--- src/rtl/fetch_stage_pkg.sv ---
// Shared fetch-stage types and constants: word size, bubble instruction,
// fetch FSM states and the IF/ID register layout.
package fetch_stage_pkg;

  localparam int WORD_SIZE = 32;
  localparam logic [WORD_SIZE-1:0] NOP_INSTR = 32'h0000_0013;

  typedef enum logic [1:0] {
    IDLE = 2'd0,
    WAIT = 2'd1,
    DROP = 2'd2,
    HOLD = 2'd3
  } fetchState_t;

  typedef struct packed {
    logic [WORD_SIZE-1:0] instr;
    logic [WORD_SIZE-1:0] pc;
    logic [WORD_SIZE-1:0] pcPlus4;
    logic                 valid;
  } ifIdReg_t;

  localparam ifIdReg_t IFID_BUBBLE = '{
    instr:   NOP_INSTR,
    pc:      32'h0000_0000,
    pcPlus4: 32'h0000_0000,
    valid:   1'b0
  };

  function automatic logic [WORD_SIZE-1:0] alignWord(input logic [WORD_SIZE-1:0] addr);
    return {addr[WORD_SIZE-1:2], 2'b00};
  endfunction

  function automatic logic [WORD_SIZE-1:0] nextWord(input logic [WORD_SIZE-1:0] addr);
    return addr + 32'd4;
  endfunction

endpackage

--- src/rtl/fetch_stage.sv ---
// Instruction fetch: PC, req/ack handshake with instruction memory, response
// buffer for stalled decode, and the IF/ID register feeding decode.
module fetch_stage
  import fetch_stage_pkg::*;
#(
  parameter logic [WORD_SIZE-1:0] RESET_PC = 32'h0000_0000
) (
  input  logic                 clk,
  input  logic                 rst,
  input  logic                 StallF,
  input  logic                 StallD,
  input  logic                 FlushD,
  input  logic                 PCSrcE,
  input  logic [WORD_SIZE-1:0] PCTargetE,
  output logic                 ImemReq,
  output logic [WORD_SIZE-1:0] ImemAddr,
  input  logic                 ImemAck,
  input  logic [WORD_SIZE-1:0] ImemRData,
  output logic [WORD_SIZE-1:0] InstrD,
  output logic [WORD_SIZE-1:0] PCD,
  output logic [WORD_SIZE-1:0] PCPlus4D,
  output logic                 ValidD
);

  fetchState_t          state;
  fetchState_t          nextState;
  logic [WORD_SIZE-1:0] pcF;
  logic [WORD_SIZE-1:0] reqAddr;
  logic [WORD_SIZE-1:0] bufInstr;
  logic [WORD_SIZE-1:0] bufPC;
  ifIdReg_t             ifId;
  logic                 accept;
  logic                 holdRelease;

  assign ImemAddr = (state == IDLE) ? pcF : reqAddr;

  // Request strobe; withdrawn immediately while reset is held
  always_comb begin
    ImemReq = 1'b0;
    if (rst) begin
      case (state)
        IDLE:    ImemReq = !StallF;
        WAIT:    ImemReq = 1'b1;
        DROP:    ImemReq = 1'b1;
        HOLD:    ImemReq = 1'b0;
        default: ImemReq = 1'b0;
      endcase
    end else begin
      ImemReq = 1'b0;
    end
  end

  // A redirect in the same cycle squashes whatever the memory returns
  assign accept = ImemReq && ImemAck && !PCSrcE && ((state == IDLE) || (state == WAIT));
  assign holdRelease = (state == HOLD) && !StallD && !FlushD && !PCSrcE;

  // Next-state logic of the fetch handshake FSM
  always_comb begin
    nextState = state;
    case (state)
      IDLE: begin
        if (accept) begin
          nextState = (StallD && !FlushD) ? HOLD : IDLE;
        end else if (ImemReq && !ImemAck) begin
          // a redirect while the request is in flight must still drain it
          nextState = PCSrcE ? DROP : WAIT;
        end else begin
          nextState = IDLE;
        end
      end
      WAIT: begin
        if (PCSrcE) begin
          nextState = ImemAck ? IDLE : DROP;
        end else if (accept) begin
          nextState = (StallD && !FlushD) ? HOLD : IDLE;
        end else begin
          nextState = WAIT;
        end
      end
      DROP: begin
        if (ImemAck) begin
          nextState = IDLE;
        end else begin
          nextState = DROP;
        end
      end
      HOLD: begin
        if (PCSrcE || FlushD || !StallD) begin
          nextState = IDLE;
        end else begin
          nextState = HOLD;
        end
      end
      default: nextState = IDLE;
    endcase
  end

  // FSM state, fetch PC, outstanding address and the stalled-response buffer
  always_ff @(posedge clk or negedge rst) begin
    if (!rst) begin
      state    <= IDLE;
      pcF      <= alignWord(RESET_PC);
      reqAddr  <= 32'h0000_0000;
      bufInstr <= 32'h0000_0000;
      bufPC    <= 32'h0000_0000;
    end else begin
      state <= nextState;
      if (PCSrcE) begin
        pcF <= alignWord(PCTargetE);
      end else if (accept) begin
        pcF <= nextWord(pcF);
      end else begin
        pcF <= pcF;
      end
      if ((state == IDLE) && ImemReq && !ImemAck) begin
        reqAddr <= pcF;
      end
      if (accept && StallD && !FlushD) begin
        bufInstr <= ImemRData;
        bufPC    <= ImemAddr;
      end
    end
  end

  // IF/ID pipeline register
  always_ff @(posedge clk or negedge rst) begin
    if (!rst) begin
      ifId <= IFID_BUBBLE;
    end else if (FlushD) begin
      ifId <= IFID_BUBBLE;
    end else if (StallD) begin
      ifId <= ifId;
    end else if (holdRelease) begin
      ifId <= '{instr: bufInstr, pc: bufPC, pcPlus4: nextWord(bufPC), valid: 1'b1};
    end else if (accept) begin
      ifId <= '{instr: ImemRData, pc: ImemAddr, pcPlus4: nextWord(ImemAddr), valid: 1'b1};
    end else begin
      ifId <= IFID_BUBBLE;
    end
  end

  assign InstrD   = ifId.instr;
  assign PCD      = ifId.pc;
  assign PCPlus4D = ifId.pcPlus4;
  assign ValidD   = ifId.valid;

endmodule
--- config.mk ---
export PLATFORM = sky130hd
export DESIGN_NAME = fetch_stage
export DESIGN_NICKNAME = d
export VERILOG_FILES = /design/src/rtl/fetch_stage_pkg.sv /design/src/rtl/fetch_stage.sv
export SDC_FILE = /design/constraint.sdc
export NUM_CORES = 1
export LEC_CHECK = 0
export CELL_PAD_IN_SITES_DETAIL_PLACEMENT = 1
export CELL_PAD_IN_SITES_GLOBAL_PLACEMENT = 2
export CORE_MARGIN = 2
export CORE_UTILIZATION = 43
export DETAILED_ROUTE_END_ITERATION = 10
export DONT_BUFFER_PORTS = 1
export PLACE_DENSITY = 0.95
export SLEW_MARGIN = 20
export SYNTH_ARGS = -nofsm -noshare
export SYNTH_HDL_FRONTEND = slang
export SYNTH_SLANG_ARGS = --single-unit
export TNS_END_PERCENT = 10
--- constraint.sdc ---
create_clock -name clk -period 7.4 [get_ports clk]
set_input_delay 0.74 -clock clk [delete_from_list [all_inputs] [get_ports clk]]
set_output_delay 0.74 -clock clk [all_outputs]
set_load 0.02 [all_outputs]
==> results.py, run 1 <==
metrics = {
    "global_routing": {
        "grt_max_degree": 216,
        "grt_pass1_wl_um": 52800,
        "gr-usage-met2": 0.384,
        "globalRouteOverflowTotal": 0,
        "grtUsageTotal": 0.238,
        "antenna_found_initial": 0,
        "met3_usage": 0.0579,
        "grt_pass1_vias": 8993,
        "grt.busiest_layer": "met2",
        "grt_use_met1": 0.325,
    },
    "critical_path": {
        "critical_path_arrival_ns": 4.60,
        "r2r-end": "bufPC[7]",
        "reg2reg_from": "state[0]",
        "cp_slowest_stage_delay_ns": 0.64,
        "worstSetupStartpointType": "flop",
        "critPathRequiredTime_ns": 7.79,
        "worst-setup-path-type": "flop to flop",
        "rrSetupSlack_ns": 3.20,
        "crit_chain": "inv_1 -> ha_2 -> buf_4 -> nand2b_1 -> a211oi_4 -> and2_4 -> buf_4 -> mux2_2",
        "r2r_cells": 8,
        "worstSetupEndpointType": "flop",
        "critPathBufInv": 3,
        "crit_fanout": 55,
        "critPathSlowestCell": "a211oi_4",
        "crit_family": "buffers and inverters",
        "path_depth": 8,
        "path_common_cell": "buf_4",
    },
    "drt": {
        "ant_nets": 0,
        "via_per_inst": 5.90,
        "first_iter_violations": 588,
        "via_count": 8473,
        "routedWlPerCell_um": 23.1,
        "drc": 0,
        "firstDrtPassIters": 5,
        "drt-total-wl_um": 33100,
    },
    "logic_synthesis": {
        "synth_top_cell_by_area": "dfrtp_1",
        "synth_edf_count": 0,
        "ys_warn_count": 0,
        "synth_cells": 1125,
        "syn-cell-area_um2": 11300,
        "ys_types": 67,
        "ys_ff_latch": 218,
        "async_flop_share": 1.00,
        "ys.flop_type": "dfrtp_1",
        "synth_top_area_share": 0.476,
        "synth_area_per_cell_um2": 10.0,
        "ys_seq_area_frac": 0.483,
        "yosys-top-cells-area": "dfrtp_1, mux2_2, nand2_1, a22oi_1, xnor2_1",
    },
    "clocking": {
        "clock_path_buffers": 3,
        "clkLatencyLatePin_ns": 0.53,
        "clock-sinks": 218,
        "root_buffer": "clkbuf_16",
        "cts_tree": "done",
        "cts_buffers": 25,
        "path_clk_slew_ns": 0.06,
        "ctsResizeCount": 0,
        "htree_levels": 1,
    },
    "timing": {
        "rsz0062_at_grt": "no",
        "hold_ws_ns": 0.0735,
        "slew_viol_final": 0,
        "finalCritPeriodShare": 0.568,
        "max_freq_mhz": 238,
        "hold_viol_final": 0,
        "worst_slew_pin_slew_ns": 1.04,
        "slew_headroom": 0.306,
        "setup_viol": 0,
        "finalSetupTns_ns": 0,
        "min_period_ns": 4.20,
        "fin_skew_ns": 0.0213,
    },
    "layout": {
        "nets": 1160,
        "final_util": 0.475,
        "antenna_cells": 0,
        "syn_to_final_growth_pct": 8.92,
        "layout_common_cells": "dfrtp_1, nand2_1, mux2_2, a22oi_1, o21ai_1",
        "instances_no_fill": 1436,
        "final_common_cell": "dfrtp_1",
        "drive_gt1_frac": 0.141,
    },
    "pwr": {
        "switchingPower_mw": 0.988,
        "p_leak_nw": 5.19,
        "switching_share": 0.299,
        "powerDensity_nw_per_um2": 268,
        "p_clk_frac": 0.377,
        "ir_drop_v": 0.000175,
        "pwr-share-seq": 0.469,
        "p_total_mw": 3.30,
        "p_int_mw": 2.31,
        "combPwrFrac": 0.154,
    },
    "floorplanning": {
        "die_w_um": 166,
        "core_area_um2": 25900,
        "dieArea_um2": 27600,
        "io_pins": 201,
        "row_count": 59,
        "start_util": 0.436,
        "die_h_um": 166,
    },
    "run_status": {
        "status": "complete, no violations",
    },
    "placed_design": {
        "post-dp-hpwl_um": 22800,
        "routabilityCongestion": 0.866,
        "dp_cells": 1388,
        "io_buffer_count": 0,
    },
    "hold_path": {
        "hp-class": "input pin to async pin",
    },
    "job": {
        "max-cap-violations": 0,
    },
}
-- how the worst max path moves through the flow --
| stage | start | endpoint | slack, ns |
|---|---|---|---|
| global placement | state[0] | bufInstr[12] | 3.36 |
| CTS | state[0] | bufInstr[0] | 3.25 |
| floorplan | state[0] | PCPlus4D[28] | 4.04 |
| global route | state[0] | bufPC[7] | 2.97 |
| detailed placement | state[0] | bufInstr[8] | 3.27 |
| finish | state[0] | bufPC[7] | 3.20 |
-- flip-flops by register name (all words and copies together), names as in the netlist --
| signal | cells |
|---|---|
| PCD | 31 |
| pcF | 30 |
| bufPC | 30 |
| InstrD | 32 |
| bufInstr | 32 |
| state | 2 |
| PCPlus4D | 30 |
| ValidD | 1 |
| reqAddr | 30 |
-- area by class of cell --
| type | instances | area (µm²) |
|---|---|---|
| clock inverter | 10 | 106 |
| inverter | 30 | 113 |
| tap | 335 | 419 |
| fill | 2850 | 13600 |
| multi-input combinational | 796 | 5360 |
| timing repair buffer | 11 | 123 |
| sequential | 218 | 5460 |
| clock buffer | 36 | 727 |
-- per-stage QoR --
step / area, µm² / setup slack (ns)
finish: 12300 / 3.20
global route: 12300 / 2.97
CTS: 12300 / 3.25
detailed placement: 11400 / 3.27
global placement: 11400 / 3.36
floorplan: 11300 / 4.04
-- what timing repair did --
item / 4_1_cts / 5_1_grt
endpoints found under the setup margin: 0 / 0
buffers inserted: 0 / 0
hold buffers: 1 / 0
hold endpoints to repair: 215 / 0
-- cells by family after synthesis --
kind of cell	Yosys count	share of synthesized area
AND/OR/NAND/NOR	340	0.154
AO/OA/AOI/OAI	266	0.148
flip-flops	218	0.483
buffers and inverters	112	0.0460
multiplexers	101	0.0986
XOR/XNOR	80	0.0620
adder cells (fa/ha/maj)	7	0.00775
other	1	0.000332
-- Yosys cell counts, types with 6 or more instances --
cell / instances
nand4_1: 22
a22oi_1: 72
a21oi_1: 36
nand2_1: 148
mux2_1: 10
o21ai_0: 45
clkbuf_1: 44
nor2b_1: 11
mux2_2: 72
nand3_1: 37
ha_1: 7
dfrtp_1: 215
buf_4: 14
mux2i_1: 19
xor2_1: 34
a221oi_1: 6
and2_1: 9
o21ai_1: 68
nor3_1: 13
and3_1: 14
xnor2_1: 46
o211ai_1: 6
nor2_1: 47
inv_1: 29
buf_2: 19
-- layer usage --
layer	routed length, µm	part of all wire	up-vias
met5	0	0	-
met4	685	0.021	0
met3	2500	0.075	36
met2	15400	0.47	241
met1	14500	0.44	4307
li1	-	-	3889
-- power groups by stage --
stage / Clock, mW / Sequential [mW] / Combinational, mW
finish: 1.24 / 1.55 / 0.508
global route: 1.32 / 1.57 / 0.558
CTS: 1.27 / 1.54 / 0.510
detailed placement: 0 / 1.56 / 0.480
global placement: 0 / 1.55 / 0.460
floorplan: 0 / 1.49 / 0.412
-- worst register-to-register path: cells and delay by family, from the launching register on --
family,cells,cell delay [ns]
simple gates,2,0.75
buf+inv,3,1.30
flops,1,0.41
mux,1,0.45
compound gates,1,0.64
fa+ha+maj,1,0.55
No activity file was read; power rests on OpenSTA's default activity.
==> run 2, diff against run 1 <==
--- a/config.mk
+++ b/config.mk
@@ -5,13 +5,14 @@
 export SDC_FILE = /design/constraint.sdc
 export NUM_CORES = 1
 export LEC_CHECK = 0
+export ABC_AREA = 1
 export CELL_PAD_IN_SITES_DETAIL_PLACEMENT = 1
 export CELL_PAD_IN_SITES_GLOBAL_PLACEMENT = 2
 export CORE_MARGIN = 2
-export CORE_UTILIZATION = 43
+export CORE_UTILIZATION = 33
 export DETAILED_ROUTE_END_ITERATION = 10
 export DONT_BUFFER_PORTS = 1
-export PLACE_DENSITY = 0.95
+export PLACE_DENSITY = 0.86
 export SLEW_MARGIN = 20
 export SYNTH_ARGS = -nofsm -noshare
 export SYNTH_HDL_FRONTEND = slang
==> constraint.sdc (replaced) <==
create_clock -name clk -period 3.75 [get_ports clk]
set_input_delay 0.375 -clock clk [delete_from_list [all_inputs] [get_ports clk]]
set_output_delay 0.375 -clock clk [all_outputs]
set_load 0.02 [all_outputs]
==> run 2 against run 1 <==
  * The run now ends with hold timing left
  * Sequential share of layout area fell by 5.8 points
  * Critical path depth rose by 6
  * Worst setup slack got worse by 2.6 ns
  * First-iteration DRC count rose by 9.5%
  * Global-route usage fell by 0.76 points
  * Sequential cell count did not move
  * Worst hold slack got worse by 0.56 ns
  * Critical path type unchanged
  * Sequential power rose by 120%
  * Final cell count rose by 52%
  * Area after synthesis rose by 8.3%
  * Largest cell class is now multi-input combinational cells
  * Synthesized cell count rose by 47%
==> results.py, run 2 <==
metrics = {
    "critical_path": {
        "path_common_cell": "nand2_1",
        "critPathBufInv": 3,
        "reg2reg_from": "state[1]",
        "critPathRequiredTime_ns": 4.19,
        "critical_path_arrival_ns": 3.55,
        "crit_path_start": "state[1]",
        "r2r-end": "PCPlus4D[10]",
        "critPathSlowestCell": "ha_2",
        "endpoint": "PCPlus4D[10]",
        "crit_chain": "inv_1 -> ha_2 -> inv_4 -> nand2_1 -> nand2_2 -> ha_1 -> nand2_1 -> nor2_2 -> nand2_1 -> clkinv_1 -> nor2_1 -> o21ai_1 -> o211ai_1 -> nand2_1",
        "worst-setup-path-type": "flop to flop",
        "rrSetupSlack_ns": 0.64,
        "r2r_cells": 14,
        "path_depth": 14,
        "worstSetupEndpointType": "flop",
        "crit_fanout": 29,
        "cp_slowest_stage_delay_ns": 0.57,
        "worstSetupStartpointType": "flop",
        "crit_family": "adder cells",
    },
    "drt": {
        "ant_nets": 0,
        "routedWlPerCell_um": 20.3,
        "via_count": 11500,
        "firstDrtPassIters": 5,
        "drt-total-wl_um": 44300,
        "first_iter_violations": 644,
        "via_per_inst": 5.26,
        "drc": 0,
    },
    "logic_synthesis": {
        "ys_ff_latch": 218,
        "ys_types": 49,
        "ys_warn_count": 0,
        "async_flop_share": 1.00,
        "synth_edf_count": 0,
        "ys.flop_type": "dfrtp_1",
        "yosys-top-cells-area": "dfrtp_1, nand2_1, o21ai_0, inv_1, nor3_1",
        "yosysMostFrequentCell": "nand2_1",
        "synth_top_area_share": 0.440,
        "syn-cell-area_um2": 12200,
        "synth_cells": 1652,
        "synth_area_per_cell_um2": 7.40,
        "synth_top_cell_by_area": "dfrtp_1",
        "synth_common_cells": "nand2_1, dfrtp_1, o21ai_0",
        "ys_seq_area_frac": 0.446,
    },
    "pwr": {
        "switchingPower_mw": 3.73,
        "powerDensity_nw_per_um2": 629,
        "ir_drop_v": 0.000305,
        "p_int_mw": 5.18,
        "combPwrFrac": 0.331,
        "pwr-share-seq": 0.382,
        "p_leak_nw": 6.35,
        "p_clk_frac": 0.286,
        "switching_share": 0.419,
    },
    "placed_design": {
        "dpl_cell_area_um2": 12600,
        "io_buffer_count": 0,
        "dp_slack_ns": 0.598,
        "post-dp-hpwl_um": 31100,
        "routabilityCongestion": 0.897,
    },
    "layout": {
        "nets": 1769,
        "syn_to_final_growth_pct": 15.8,
        "final_common_cell": "nand2_1",
        "antenna_cells": 0,
        "stdcell_area_um2": 14200,
        "final_util": 0.388,
        "layout_common_cells": "nand2_1, dfrtp_1, o21ai_0",
        "drive_gt1_frac": 0.0900,
    },
    "timing": {
        "hold_ws_ns": -0.482,
        "setup_viol": 0,
        "slew_viol_final": 0,
        "worst_slew_pin_slew_ns": 1.07,
        "finalCritPeriodShare": 0.829,
        "min_period_ns": 3.11,
        "rsz0062_at_grt": "no",
        "slew_headroom": 0.289,
        "layout_setup_ws_ns": 0.641,
        "hold_viol_final": 218,
        "fin_skew_ns": 0.00909,
        "max_freq_mhz": 322,
        "finalSetupTns_ns": 0,
    },
    "floorplanning": {
        "die_h_um": 197,
        "die_w_um": 197,
        "core_area_um2": 36500,
        "start_util": 0.335,
        "dieArea_um2": 38600,
        "row_count": 70,
        "io_pins": 201,
    },
    "clocking": {
        "clkLatencyLatePin_ns": 0.55,
        "cts_setup_buffers": 0,
        "ctsResizeCount": 0,
        "cts_buffers": 27,
        "htree_levels": 1,
        "root_buffer": "clkbuf_16",
        "path_clk_slew_ns": 0.06,
        "clock-sinks": 218,
        "holdBufCountCts": 72,
        "clock_path_buffers": 3,
        "cts_tree": "done",
    },
    "run_status": {
        "status": "finished, violations left",
        "violations": "hold timing",
    },
    "global_routing": {
        "grt_max_degree": 220,
        "globalRouteOverflowTotal": 0,
        "grt_use_met1": 0.304,
        "met3_usage": 0.0388,
        "grt.busiest_layer": "met2",
        "grtUsageTotal": 0.230,
        "antenna_found_initial": 0,
        "grt_pass1_vias": 12000,
        "gr-usage-met2": 0.385,
        "grt_pass1_wl_um": 69400,
    },
    "job": {
        "max-cap-violations": 0,
    },
    "hold_path": {
        "hp-class": "input pin to async pin",
    },
}
==> run 2: logic make-up after synthesis <==
logic type / count (synthesis) / share of synthesized area
compound gates: 328 / 0.153
xor+xnor: 25 / 0.0179
fa+ha+maj: 7 / 0.00716
buf+inv: 237 / 0.0811
flops: 218 / 0.446
mux: 1 / 0.000921
other cells: 1 / 0.000307
simple gates: 835 / 0.293
==> run 2: worst min path at each step <==
| stage | startpoint | end | depth (start not counted) |
|---|---|---|---|
| after floorplan | rst | InstrD[10] | 0 |
| after global placement | rst | PCPlus4D[2] | 0 |
| after detailed placement | rst | PCPlus4D[2] | 0 |
| after CTS | rst | PCPlus4D[2] | 0 |
| after global routing | rst | PCD[2] | 0 |
| final | rst | PCD[2] | 0 |
==> run 2: area by class of cell <==
cell class | count | area, µm²
sequential | 218 | 5460
fill | 4481 | 22400
clock inverter | 10 | 92.6
timing repair buffer | 90 | 881
clock buffer | 39 | 761
inverter | 156 | 589
multi-input combinational | 1198 | 5790
tap | 468 | 586
==> run 2: power groups by stage <==
| stage | registers [mW] | logic (mW) | clock network (mW) |
|---|---|---|---|
| 3_5_place_dp | 3.43 | 2.89 | 0 |
| 6_report | 3.40 | 2.95 | 2.55 |
| 4_1_cts | 3.40 | 2.97 | 2.62 |
| 5_1_grt | 3.48 | 3.31 | 2.71 |
| 2_1_floorplan | 3.28 | 2.18 | 0 |
| 3_3_place_gp | 3.40 | 2.81 | 0 |
==> run 2: metal layers <==
layer / share of wire / routed length [µm]
met4: 0.029 / 1270
met5: 0 / 0
met1: 0.44 / 19500
met2: 0.47 / 20900
met3: 0.058 / 2590
==> run 2: worst register-to-register path: cells and delay by family (launching register included) <==
| family | cells | cell delay [ns] |
|---|---|---|
| fa+ha+maj | 2 | 0.86 |
| simple gates | 7 | 0.88 |
| flops | 1 | 0.41 |
| buf+inv | 3 | 0.57 |
| compound gates | 2 | 0.30 |
==> run 2: per-stage QoR <==
step	hold slack, ns	std cells	power [mW]
after floorplan	0.0794	1653	5.45
after global placement	0.0841	2058	6.21
after detailed placement	0.0842	2058	6.32
after CTS	-0.505	2179	8.98
after global routing	-0.501	2179	9.50
final	-0.482	2179	8.90
==> run 3, diff against run 2 <==
--- a/config.mk
+++ b/config.mk
@@ -9,10 +9,10 @@
 export CELL_PAD_IN_SITES_DETAIL_PLACEMENT = 1
 export CELL_PAD_IN_SITES_GLOBAL_PLACEMENT = 2
 export CORE_MARGIN = 2
-export CORE_UTILIZATION = 33
+export CORE_UTILIZATION = 36
 export DETAILED_ROUTE_END_ITERATION = 10
 export DONT_BUFFER_PORTS = 1
-export PLACE_DENSITY = 0.86
+export PLACE_DENSITY = 0.89
 export SLEW_MARGIN = 20
 export SYNTH_ARGS = -nofsm -noshare
 export SYNTH_HDL_FRONTEND = slang
==> constraint.sdc (replaced) <==
create_clock -name clk -period 3.15 [get_ports clk]
set_input_delay 0.315 -clock clk [delete_from_list [all_inputs] [get_ports clk]]
set_output_delay 0.315 -clock clk [all_outputs]
set_load 0.02 [all_outputs]
==> run 3 against run 2 <==
  * The run still ends with hold timing left
  * Wire length shrank 0.69%
  * Via count grew 0.70%
  * Global-route usage grew 2.0 points
  * Design area grew 0.14%
  * Clock-buffer cell count is the same
  * Critical path depth shrank 3
  * Sequential cell count is the same
  * Largest power group unchanged
  * Combinational power grew 24%
  * Sequential power grew 19%
  * Fmax grew 12%
  * Power grew 20%
==> results.py, run 3 (synthesis gave the netlist of run 2 again) <==
metrics = {
    "clocking": {
        "htree_levels": 1,
        "cts_tree": "done",
        "holdBufCountCts": 64,
        "root_buffer": "clkbuf_16",
        "clock_path_buffers": 3,
        "cts_setup_buffers": 0,
        "clock-sinks": 218,
        "cts_buffers": 27,
        "path_clk_slew_ns": 0.06,
        "clkLatencyLatePin_ns": 0.56,
    },
    "pwr": {
        "switching_share": 0.418,
        "powerDensity_nw_per_um2": 754,
        "ir_drop_v": 0.000477,
        "switchingPower_mw": 4.47,
        "pwr-share-seq": 0.379,
        "p_leak_nw": 6.44,
        "p_clk_frac": 0.279,
        "combPwrFrac": 0.343,
        "p_int_mw": 6.22,
        "p_total_mw": 10.7,
    },
    "placed_design": {
        "io_buffer_count": 0,
        "routabilityCongestion": 0.882,
        "post-dp-hpwl_um": 31000,
    },
    "drt": {
        "via_count": 11500,
        "drc": 0,
        "via_per_inst": 5.33,
        "firstDrtPassIters": 5,
        "drt-total-wl_um": 43900,
        "first_iter_violations": 696,
        "routedWlPerCell_um": 20.3,
        "ant_nets": 0,
    },
    "floorplanning": {
        "io_pins": 201,
        "core_area_um2": 33500,
        "start_util": 0.365,
        "dieArea_um2": 35500,
        "die_h_um": 188,
        "die_w_um": 188,
        "row_count": 67,
    },
    "timing": {
        "finalSetupTns_ns": 0,
        "rsz0062_at_grt": "no",
        "slew_viol_final": 0,
        "worst_slew_pin_slew_ns": 0.987,
        "hold_ws_ns": -0.537,
        "hold_viol_final": 218,
        "finalCritPeriodShare": 0.883,
        "fin_skew_ns": 0.0161,
        "slew_headroom": 0.342,
        "max_freq_mhz": 360,
        "min_period_ns": 2.78,
        "setup_viol": 0,
    },
    "global_routing": {
        "grtUsageTotal": 0.250,
        "grt_pass1_wl_um": 69800,
        "grt_max_degree": 220,
        "grt_pass1_vias": 12200,
        "globalRouteOverflowTotal": 0,
        "antenna_found_initial": 1,
    },
    "layout": {
        "final_common_cell": "nand2_1",
        "syn_to_final_growth_pct": 15.9,
        "nets": 1777,
        "multi_input_area_um2": 5810,
        "fillCellCount": 4175,
        "layout_common_cells": "nand2_1, dfrtp_1, o21ai_0",
        "regArea_um2": 5460,
        "drive_gt1_frac": 0.0997,
    },
    "critical_path": {
        "critPathRequiredTime_ns": 3.61,
        "worst-setup-path-type": "flop to flop",
        "worstSetupStartpointType": "flop",
        "crit_fanout": 20,
        "critical_path_arrival_ns": 3.24,
        "rrSetupSlack_ns": 0.37,
        "worstSetupEndpointType": "flop",
    },
    "job": {
        "max-cap-violations": 0,
    },
    "run_status": {
        "violations": "hold timing",
        "status": "finished, violations left",
    },
    "hold_path": {
        "hp-class": "input pin to async pin",
    },
}
## run 3: cell count changes in the layout (fill, tap and decap cells not counted), sizes merged
cell,previous run,this run
buf,18,35
dlygate4sd3,72,63
clkinvlp,4,0
bufinv,1,0
clkinv,7,8
diode,0,1
inv,154,155
## run 3: worst max-delay path, cell delays in order (launching register included)
cell and delay, ns:
dfrtp_1 0.40, inv_1 0.13, ha_4 0.32, nand2_1 0.09, nand2_1 0.07, nor2_1 0.07
nand2_2 0.17, inv_2 0.15, nor2_2 0.44, inv_1 0.36, buf_4 0.29, o221ai_1 0.20
## run 3: per-stage QoR
stage	utilization	hold slack [ns]	instances	cell area [µm²]	worst slack, ns
finish	0.423	-0.537	2165	14200	0.369
global route	0.423	-0.565	2165	14200	0.0741
CTS	0.422	-0.571	2164	14200	0.217
detailed placement	0.378	0.0311	2054	12700	0.242
global placement	0.378	0.0290	2054	12700	0.282
floorplan	-	0.0194	1653	12200	0.881
## run 3: worst paths after layout
| path | end | cells after the start | start |
|---|---|---|---|
| setup / recovery | pcF[9] | 11 | state[0] |
| hold / removal | PCPlus4D[2] | 0 | rst |
| setup reg to reg | pcF[9] | 11 | state[0] |
| hold reg to reg | reqAddr[17] | 2 | reqAddr[17] |
| max in group asynchronous | pcF[28] | 0 | rst |
| min in group clk | state[0] | 3 | PCSrcE |
## run 3: final cells by class
type / count / share of cell area
diodes: 1 / 0.000176
clock buffers: 39 / 0.0551
clock inverters: 7 / 0.00353
inverters: 156 / 0.0416
multi-input cells: 1198 / 0.409
flip-flops and latches: 218 / 0.385
well taps: 448 / 0.0395
repair buffers: 98 / 0.0657
## run 3: power by group through the flow
stage / clock network [mW] / logic [mW] / registers, mW
2_1_floorplan: 0 / 2.59 / 3.90
4_1_cts: 3.05 / 3.66 / 4.04
5_1_grt: 3.13 / 4.08 / 4.15
3_3_place_gp: 0 / 3.47 / 4.04
3_5_place_dp: 0 / 3.56 / 4.09
6_report: 2.98 / 3.66 / 4.05
## run 3: repair_timing
action,4_1_cts,5_1_grt
resized for setup,0,1
setup endpoints to repair,0,1
endpoints found under the hold margin,286,218
## run 3: layer usage
metal | vias up | track usage | share of wire
met5 | - | 0 | 0
met2 | 322 | 0.417 | 0.47
li1 | 5478 | - | -
met1 | 5655 | 0.319 | 0.43
met4 | 0 | 0.0938 | 0.041
met3 | 82 | 0.0512 | 0.061
